--- config.mk ---
export PLATFORM = sky130hd
export DESIGN_NAME = apb_master
export DESIGN_NICKNAME = d
export VERILOG_FILES = /design/src/rtl/apb_master.sv
export SDC_FILE = /design/constraint.sdc
export NUM_CORES = 1
export LEC_CHECK = 0
export CORE_AREA = 2 2 130 132
export DETAILED_ROUTE_END_ITERATION = 10
export DIE_AREA = 0 0 132 134
export DONT_BUFFER_PORTS = 1
export GPL_ROUTABILITY_DRIVEN = 0
export PLACE_DENSITY = 0.45
export SLEW_MARGIN = 40
export SYNTH_ARGS = -nofsm -noshare
export SYNTH_HDL_FRONTEND = slang
export SYNTH_SLANG_ARGS = --single-unit
--- constraint.sdc ---
create_clock -name PCLK -period 2.58 [get_ports PCLK]
set_clock_uncertainty 0.2 [all_clocks]
set_input_delay 0.516 -clock PCLK [delete_from_list [all_inputs] [get_ports PCLK]]
set_output_delay 0.516 -clock PCLK [all_outputs]
set_load 0.01 [all_outputs]
--- src/rtl/apb_master.sv ---
// APB bridge: turns one CPU request into an APB SETUP/ACCESS transfer
// on one of five decoded slaves, with a bounded wait for PREADY.
module apb_master #(
    parameter int TIMEOUT = 255
) (
    input  logic        PCLK,
    input  logic        PRESET,
    input  logic        transfer,
    input  logic [31:0] addr,
    input  logic [31:0] wdata,
    input  logic        write,
    output logic [31:0] rdata,
    output logic        ready,
    output logic        error,
    output logic [31:0] PADDR,
    output logic [31:0] PWDATA,
    output logic        PWRITE,
    output logic        PENABLE,
    output logic        PSEL0,
    output logic        PSEL1,
    output logic        PSEL2,
    output logic        PSEL3,
    output logic        PSEL4,
    input  logic [31:0] PRDATA0,
    input  logic [31:0] PRDATA1,
    input  logic [31:0] PRDATA2,
    input  logic [31:0] PRDATA3,
    input  logic [31:0] PRDATA4,
    input  logic        PREADY0,
    input  logic        PREADY1,
    input  logic        PREADY2,
    input  logic        PREADY3,
    input  logic        PREADY4
);

    typedef enum logic [1:0] {IDLE, SETUP, ACCESS} state_t;

    localparam logic [7:0] LAST = 8'(TIMEOUT - 1);

    state_t      state, next;
    logic [7:0]  wait_cnt;
    logic [19:0] page;
    logic [2:0]  idx;
    logic        mapped;
    logic [4:0]  psel;
    logic        sel_ready;
    logic [31:0] sel_rdata;
    logic        done;
    logic        load;

    assign page   = PADDR[31:12];
    assign idx    = page[2:0];
    assign mapped = (page >= 20'h10000) && (page <= 20'h10004);

    always_comb begin
        sel_ready = 1'b0;
        sel_rdata = 32'h0;
        case (idx)
            3'd0: begin sel_ready = PREADY0; sel_rdata = PRDATA0; end
            3'd1: begin sel_ready = PREADY1; sel_rdata = PRDATA1; end
            3'd2: begin sel_ready = PREADY2; sel_rdata = PRDATA2; end
            3'd3: begin sel_ready = PREADY3; sel_rdata = PRDATA3; end
            3'd4: begin sel_ready = PREADY4; sel_rdata = PRDATA4; end
            default: begin sel_ready = 1'b0; sel_rdata = 32'h0; end
        endcase
        if (!mapped) begin
            sel_ready = 1'b0;
            sel_rdata = 32'h0;
        end
    end

    assign psel = (state != IDLE && mapped) ? (5'd1 << idx) : 5'd0;
    assign {PSEL4, PSEL3, PSEL2, PSEL1, PSEL0} = psel;
    assign PENABLE = (state == ACCESS);

    // Unmapped pages finish at once; mapped ones on PREADY or timeout.
    assign done  = (state == ACCESS) &&
                   (!mapped || sel_ready || wait_cnt == LAST);
    assign ready = done;
    assign error = done && !sel_ready;
    assign rdata = (done && sel_ready && !PWRITE) ? sel_rdata : 32'h0;

    always_comb begin
        next = state;
        load = 1'b0;
        unique case (state)
            IDLE: begin
                if (transfer) begin
                    next = SETUP;
                    load = 1'b1;
                end
            end
            SETUP: next = ACCESS;
            ACCESS: begin
                if (done) begin
                    if (transfer) begin
                        next = SETUP;
                        load = 1'b1;
                    end else begin
                        next = IDLE;
                    end
                end
            end
            default: next = IDLE;
        endcase
    end

    always_ff @(posedge PCLK or posedge PRESET) begin
        if (PRESET) begin
            state    <= IDLE;
            wait_cnt <= 8'd0;
            PADDR    <= 32'h0;
            PWDATA   <= 32'h0;
            PWRITE   <= 1'b0;
        end else begin
            state <= next;
            if (state == SETUP)
                wait_cnt <= 8'd0;
            else if (state == ACCESS && !done)
                wait_cnt <= wait_cnt + 8'd1;
            if (load) begin
                PADDR  <= addr;
                PWDATA <= wdata;
                PWRITE <= write;
            end
        end
    end

endmodule

* Word level (Yosys, flattened, before mapping)
Cells that the tools add are included.
** Operators by class
- $add $sub $neg :: 1
- $lt $le $gt $ge :: 2
- Equality and inequality tests :: 9
- Shift-type cells :: 1
- Mux-type cells :: 15
- Reduce and logical (&&, ||, !) cells :: 18
** Operators with widths (number)
- case mux 32 bit (5 select lines) :: 1
- 2-to-1 mux 32 bit :: 2
- >= comparator 20 x 17 -> 1 bit, second input constant :: 1
- <= comparator 20 x 17 -> 1 bit, second input constant :: 1
- 2-to-1 mux 8 bit :: 2
- adder 8 x 1 -> 8 bit, second input constant :: 1
- == test 8 bit, second input constant :: 1
- logical AND 1 bit :: 7
- == test 3 x 2 -> 1 bit, second input constant :: 2
- case mux 2 bit (3 select lines) :: 1
- 2-to-1 mux 5 bit :: 1
- case mux 1 bit (5 select lines) :: 1
- << shifter 1 x 3 -> 5 bit, first input constant :: 1
- zero test 1 bit :: 4
- 2-to-1 mux 1 bit :: 4
- 2-to-1 mux 2 bit :: 2
- nonzero test 2 bit :: 2
- == test 3 x 1 -> 1 bit, second input constant :: 1
- == test 3 bit, second input constant :: 1
- zero test 3 bit :: 1
- == test 2 x 1 -> 1 bit, second input constant :: 1
- == test 2 bit, second input constant :: 1
- zero test 2 bit :: 1
- logical OR 1 bit :: 2
- other kinds (4) :: 4
** Word-level totals
- Bits in registers :: 75
- Input port bits :: 233
- Output and inout bits :: 105

* Depth between registers and ports, before layout
- Depth after elaboration :: 10
- Mapped depth :: 8
- Depth with buffers taken out :: 6

* Worst setup path before layout
No wires, ideal clock.
- Kind :: flip-flop to output port
- From :: reg PADDR[12]
- To :: out rdata[10]
- Data arrival time :: 2.246 ns
- Required time :: 1.864 ns
- Slack :: -0.382 ns
- Stages on the path, launching flop included :: 9
- Path through :: dfrtp_1 clkbuf_1 o21ai_0 nand4_1 nor2b_1 or4b_2 clkbuf_1 clkbuf_1 a21oi_1
** Between the ends
- Word-level cells in the longest chain between the ends :: 9
- Elaborated cells on any way between the ends :: 19
- Those cells by class :: order compare (2); eq/ne (4); mux (5); reduce/logical (8)
** Ends and longest elaborated chain
- start, declared :: line 15 : output logic [31:0] PADDR,
- start signal, assigned :: line 122 : PADDR <= addr;
- >= comparator 20 x 17 -> 1 bit (tied with other cells) :: line 53 : assign mapped = (page >= 20'h10000) && (page <= 20'h10004);
- logical AND 1 bit / case mux 1 bit (5 select lines) (equally long branches) :: line 53, 58
- 2-to-1 mux 1 bit / zero test 1 bit (equally long branches) :: line 66, 78
- logical OR 1 bit (2 in series) :: line 78 : (!mapped || sel_ready || wait_cnt == LAST);
- logical AND 1 bit :: line 77 : assign done = (state == ACCESS) &&
- logical AND 1 bit (2 in series) :: line 81 : assign rdata = (done && sel_ready && !PWRITE) ? sel_rdata : 32'h0;
- 2-to-1 mux 32 bit * :: line 81
- end, declared :: line 12 : output logic [31:0] rdata,
Every way passes the cells marked *; elsewhere a longest branch is shown, timed or not.

* Worst setup path after layout
- From :: reg PADDR[16]
- To :: out rdata[18]
** Between the ends
- Word-level cells in the longest chain between the ends :: 9
- Elaborated cells on any way between the ends :: 12
- Those cells by class :: order compare (2); mux (3); reduce/logical (7)
** Ends and longest elaborated chain (line)
- >= comparator 20 x 17 -> 1 bit / <= comparator 20 x 17 -> 1 bit (equally long branches) :: 53
- logical AND 1 bit * :: 53
- 2-to-1 mux 1 bit / zero test 1 bit (equally long branches) :: 66, 78
- logical OR 1 bit (2 in series) :: 78
- logical AND 1 bit :: 77
- logical AND 1 bit (2 in series) :: 81
- 2-to-1 mux 32 bit * :: 81
Marked as above.

==> flow_results.org <==
** Timing
- At the pin with the least slew margin, the transition time is 0.525 ns.
- Static timing analysis puts the maximum clock frequency at 0.320 GHz.
- The smallest clock period supported by the final layout is computed as 3.12 ns.
- Setup TNS :: -25.70 ns
- Period Utilization, post-route :: 121%
- On the final layout, the worst hold slack is 0.113 ns.
- Setup violations remaining at the end of the flow were counted as 107.
- Setup repair after global routing missed its margin :: true
- Once routing completed, OpenROAD measured the worst setup slack at -0.541 ns.
- Number of hold violations in the final report :: 0
- In this run the tightest slew margin relative to its limit is 64.9%.
- The count of final max-slew check failures is 0.

** Global routing
- First-pass GRT wire length :: 23,600 um
- The number of antenna violations at the first check in global routing is 1.
- Via count of the first global-routing pass :: 3,985
- Global routing finished with a remaining overflow of 0.
- Total GRT Usage :: 17.4%
- Entering global routing, the biggest net connects 76 pins.

** Layout
- In the layout the commonest cells are sky130_fd_sc_hd__dfrtp_1, sky130_fd_sc_hd__mux2_4, sky130_fd_sc_hd__buf_4.
- # nets final :: 726
- At the end of the flow the core is filled with cells to 39.5%.
- Area added between synthesis and finish :: 50.1%
- Share of final-layout standard cells stronger than drive strength 1 :: 47.4%
- Leaving out fill and tap cells, the most frequent cell in the layout is sky130_fd_sc_hd__dfrtp_1.
- The finished cells cover 0.00643 mm^2.
- The finished layout holds 717 standard cells, fillers aside.

** Clock network
- Clock-pin slew of the registers on the worst-case setup and hold paths :: 0.06 ns
- For this design, the sink count on the clock tree is 75.
- Clk Tree Root Cell :: sky130_fd_sc_hd__clkbuf_16
- In this run the number of H-tree levels came out at 3.
- The later pin in the worst-skew pair is clocked with a latency of 0.33 ns.
- TritonCTS built the clock tree.
- The number of clock buffers added by TritonCTS is 9.
- In this run the deepest clock path goes through 2 buffers.

** Placed design
- In this run the tool buffered the top-level ports with 0 buffer cells.
- The wire-length estimate of the detail-placed layout is 12,600 um.
- In this run, placement finished with an instance count of 677.
- Before CTS, the worst setup slack after placement is -0.329 ns.
- Standard cell area after detailed placement :: 0.00534 mm^2

** Pwr
- Per report_power, the combinational group accounts for 29.2% of the total.
- The clock network accounts for 32.6% of the total power.
- Dividing total power by cell area gives a power density of 614 mW/mm^2.
- Summed over all nets, the switching power comes to 1.23 mW.
- Internal power contribution :: 2.71 mW
- Overall power :: 3.95 mW
- Summed over all cells, the static leakage comes to 2.61 nW.
- Across the VDD grid, the largest voltage drop is 0.000434 V.
- Net switching is 31.3% of the power.
- Share of power burned in registers :: 38.2%

** Setup path
- Critical path peak fanout :: 11
- Data required time of the critical path :: 1.86 ns
- STA classifies the critical path endpoint as an output port.
- Launching element type of the critical path :: register
- Type of the setup path with the least slack :: reg -> out
- Arrival time reported for the critical path endpoint :: 2.40 ns

** Detailed routing
- The count of nets left with antenna violations once routing finished came out at 0.
- Average detailed-routed wire length per instance :: 23.2 um
- In the routed design, unresolved DRC markers number 0.
- The pre-antenna-repair detailed-routing pass consisted of 4 iterations.
- Via count of the routed design :: 3,733
- Iteration-0 DRC count of the detailed router :: 134
- Detailed-route vias per instance :: 5.21
- Routed Wire Length :: 16,600 um

** Synth
- Cell variety after synth :: 36
- Leading post-synthesis cells by cell area :: sky130_fd_sc_hd__dfrtp_1, sky130_fd_sc_hd__mux2_1, sky130_fd_sc_hd__a21oi_1
- Dividing the synthesized area by the synthesized cell count gives 10.1 um^2.
- When the netlist entered floorplanning its net count stood at 658.
- Synthesized cell area :: 0.00428 mm^2
- Sequential cells were found to cover 43.8% of the synthesized design area.
- Number of warnings issued by yosys :: 0
- Of the post-synthesis cell area, the dominant cell type holds 43.8%.
- Gate count of the mapped netlist :: 423
- Counting flops and latches in the post-synthesis netlist gives 75.
- Synth area leader :: sky130_fd_sc_hd__dfrtp_1

** Floorplanning
- In this run the count of I/O pins placed on the die edge is 338.
- Effective utilization at floorplan :: 26.3%
- Core Area :: 0.0163 mm^2
- Standard-cell rows :: 47
- Floorplan die height :: 134 um
- The die covers 0.0177 mm^2.
- Width of the die :: 132 um

** Run status
- Violated checks :: setup timing
- The flow ran to the end, but the final reports show violations.

** Flow run
- Across the run, the number of max-cap violations was 0.

** Min path
- In this run the worst hold path is classified as in -> reg.
[state kept, by name, summed over array words and instances, names as in the netlist]
| register | flops |
|---|---|
| PWDATA | 32 |
| PWRITE | 1 |
| PADDR | 32 |
| state | 2 |
| wait_cnt | 8 |
[synth_stat cells]
cell type and count:
sky130_fd_sc_hd__dfrtp_1 75, sky130_fd_sc_hd__a21oi_1 69, sky130_fd_sc_hd__mux2_1 59, sky130_fd_sc_hd__nor2_1 39
sky130_fd_sc_hd__mux2i_1 32, sky130_fd_sc_hd__a22oi_1 31, sky130_fd_sc_hd__clkbuf_1 21, sky130_fd_sc_hd__nand2_1 14
sky130_fd_sc_hd__o21ai_0 11, sky130_fd_sc_hd__nand3_1 7, sky130_fd_sc_hd__buf_6 6, sky130_fd_sc_hd__inv_1 6
sky130_fd_sc_hd__mux2_2 5, sky130_fd_sc_hd__nand2b_1 5, sky130_fd_sc_hd__or3_1 5, sky130_fd_sc_hd__nor2b_1 4
sky130_fd_sc_hd__nor3_1 4, sky130_fd_sc_hd__nor4_1 4, sky130_fd_sc_hd__and2_1 3, sky130_fd_sc_hd__and3_1 3
sky130_fd_sc_hd__buf_1 3, sky130_fd_sc_hd__ha_1 2, sky130_fd_sc_hd__nand4_1 2, sky130_fd_sc_hd__a21o_1 1
sky130_fd_sc_hd__a21oi_4 1, sky130_fd_sc_hd__a222oi_1 1, sky130_fd_sc_hd__a31oi_1 1, sky130_fd_sc_hd__and4b_1 1
sky130_fd_sc_hd__buf_2 1, sky130_fd_sc_hd__nand4b_1 1, sky130_fd_sc_hd__nor3b_1 1, sky130_fd_sc_hd__nor4b_1 1
sky130_fd_sc_hd__o22a_1 1, sky130_fd_sc_hd__o22ai_1 1, sky130_fd_sc_hd__or2_2 1, sky130_fd_sc_hd__or4b_2 1
[worst max-delay path, cell delays in order (launching register included)]
cell	delay [ns]
sky130_fd_sc_hd__dfrtp_1	0.41
sky130_fd_sc_hd__nor4_4	0.34
sky130_fd_sc_hd__nand4_1	0.19
sky130_fd_sc_hd__nor2b_2	0.16
sky130_fd_sc_hd__or4b_4	0.59
sky130_fd_sc_hd__buf_12	0.21
sky130_fd_sc_hd__a21oi_2	0.17
[per-layer routing]
| metal | global-route usage, % | routed length [um] | share of wire, % |
|---|---|---|---|
| met2 | 32.2 | 8880 | 53 |
| met4 | 7.85 | 481 | 2.9 |
| met5 | 0 | 0 | 0 |
| met3 | 5.71 | 1510 | 9.1 |
| met1 | 17.7 | 5770 | 35 |
[repair_timing]
action / in CTS / in global routing
hold buffers: 1 / 0
cloned: 5 / 2
gates resized for setup: 99 / 43
hold endpoints to repair: 75 / 0
endpoints found under the setup margin: 111 / 113
setup buffers: 11 / 9
pin swaps: 12 / 9
[layout make-up]
class / instances / area (um^2)
multi-input cells: 311 / 2950
clock buffers: 10 / 239
flip-flops and latches: 75 / 1880
repair buffers: 88 / 992
inverters: 6 / 26.3
well taps: 220 / 275
fillers: 1586 / 9860
clock inverters: 6 / 71.3
diodes: 1 / 2.50
[kinds of logic (layout without fill, tap and decap cells)]
family	Yosys count	after routing	share of synthesized area, %
simple gates	96	96	10.9
compound gates	117	117	16.1
flops	75	75	43.8
other cells	0	1	0
fa+ha+maj	2	2	0.584
mux	96	96	24.3
buf+inv	37	110	4.32
[power groups by stage]
stage	combinational, mW	clock (mW)	sequential, mW
after floorplan	0.541	0	1.51
after global placement	0.890	0	1.51
after detailed placement	0.906	0	1.51
after CTS	1.12	1.31	1.51
after global routing	1.24	1.36	1.53
final	1.15	1.29	1.51
[path summary, 6_finish.rpt]
path                            slack (ns)  depth (start not counted)     endpoint         from
min in group asynchronous             0.60                          3    PWDATA[1]       PRESET
worst min-delay path                  0.11                          2    PADDR[23]     addr[23]
worst max-delay path                 -0.54                          6    rdata[18]    PADDR[16]
worst min register to register        0.36                          2  wait_cnt[4]  wait_cnt[4]
max in group asynchronous             1.26                          3    PADDR[12]       PRESET
worst max register to register       -0.18                         10    PADDR[18]    PADDR[13]
No activity file was read; power rests on OpenSTA's default activity.
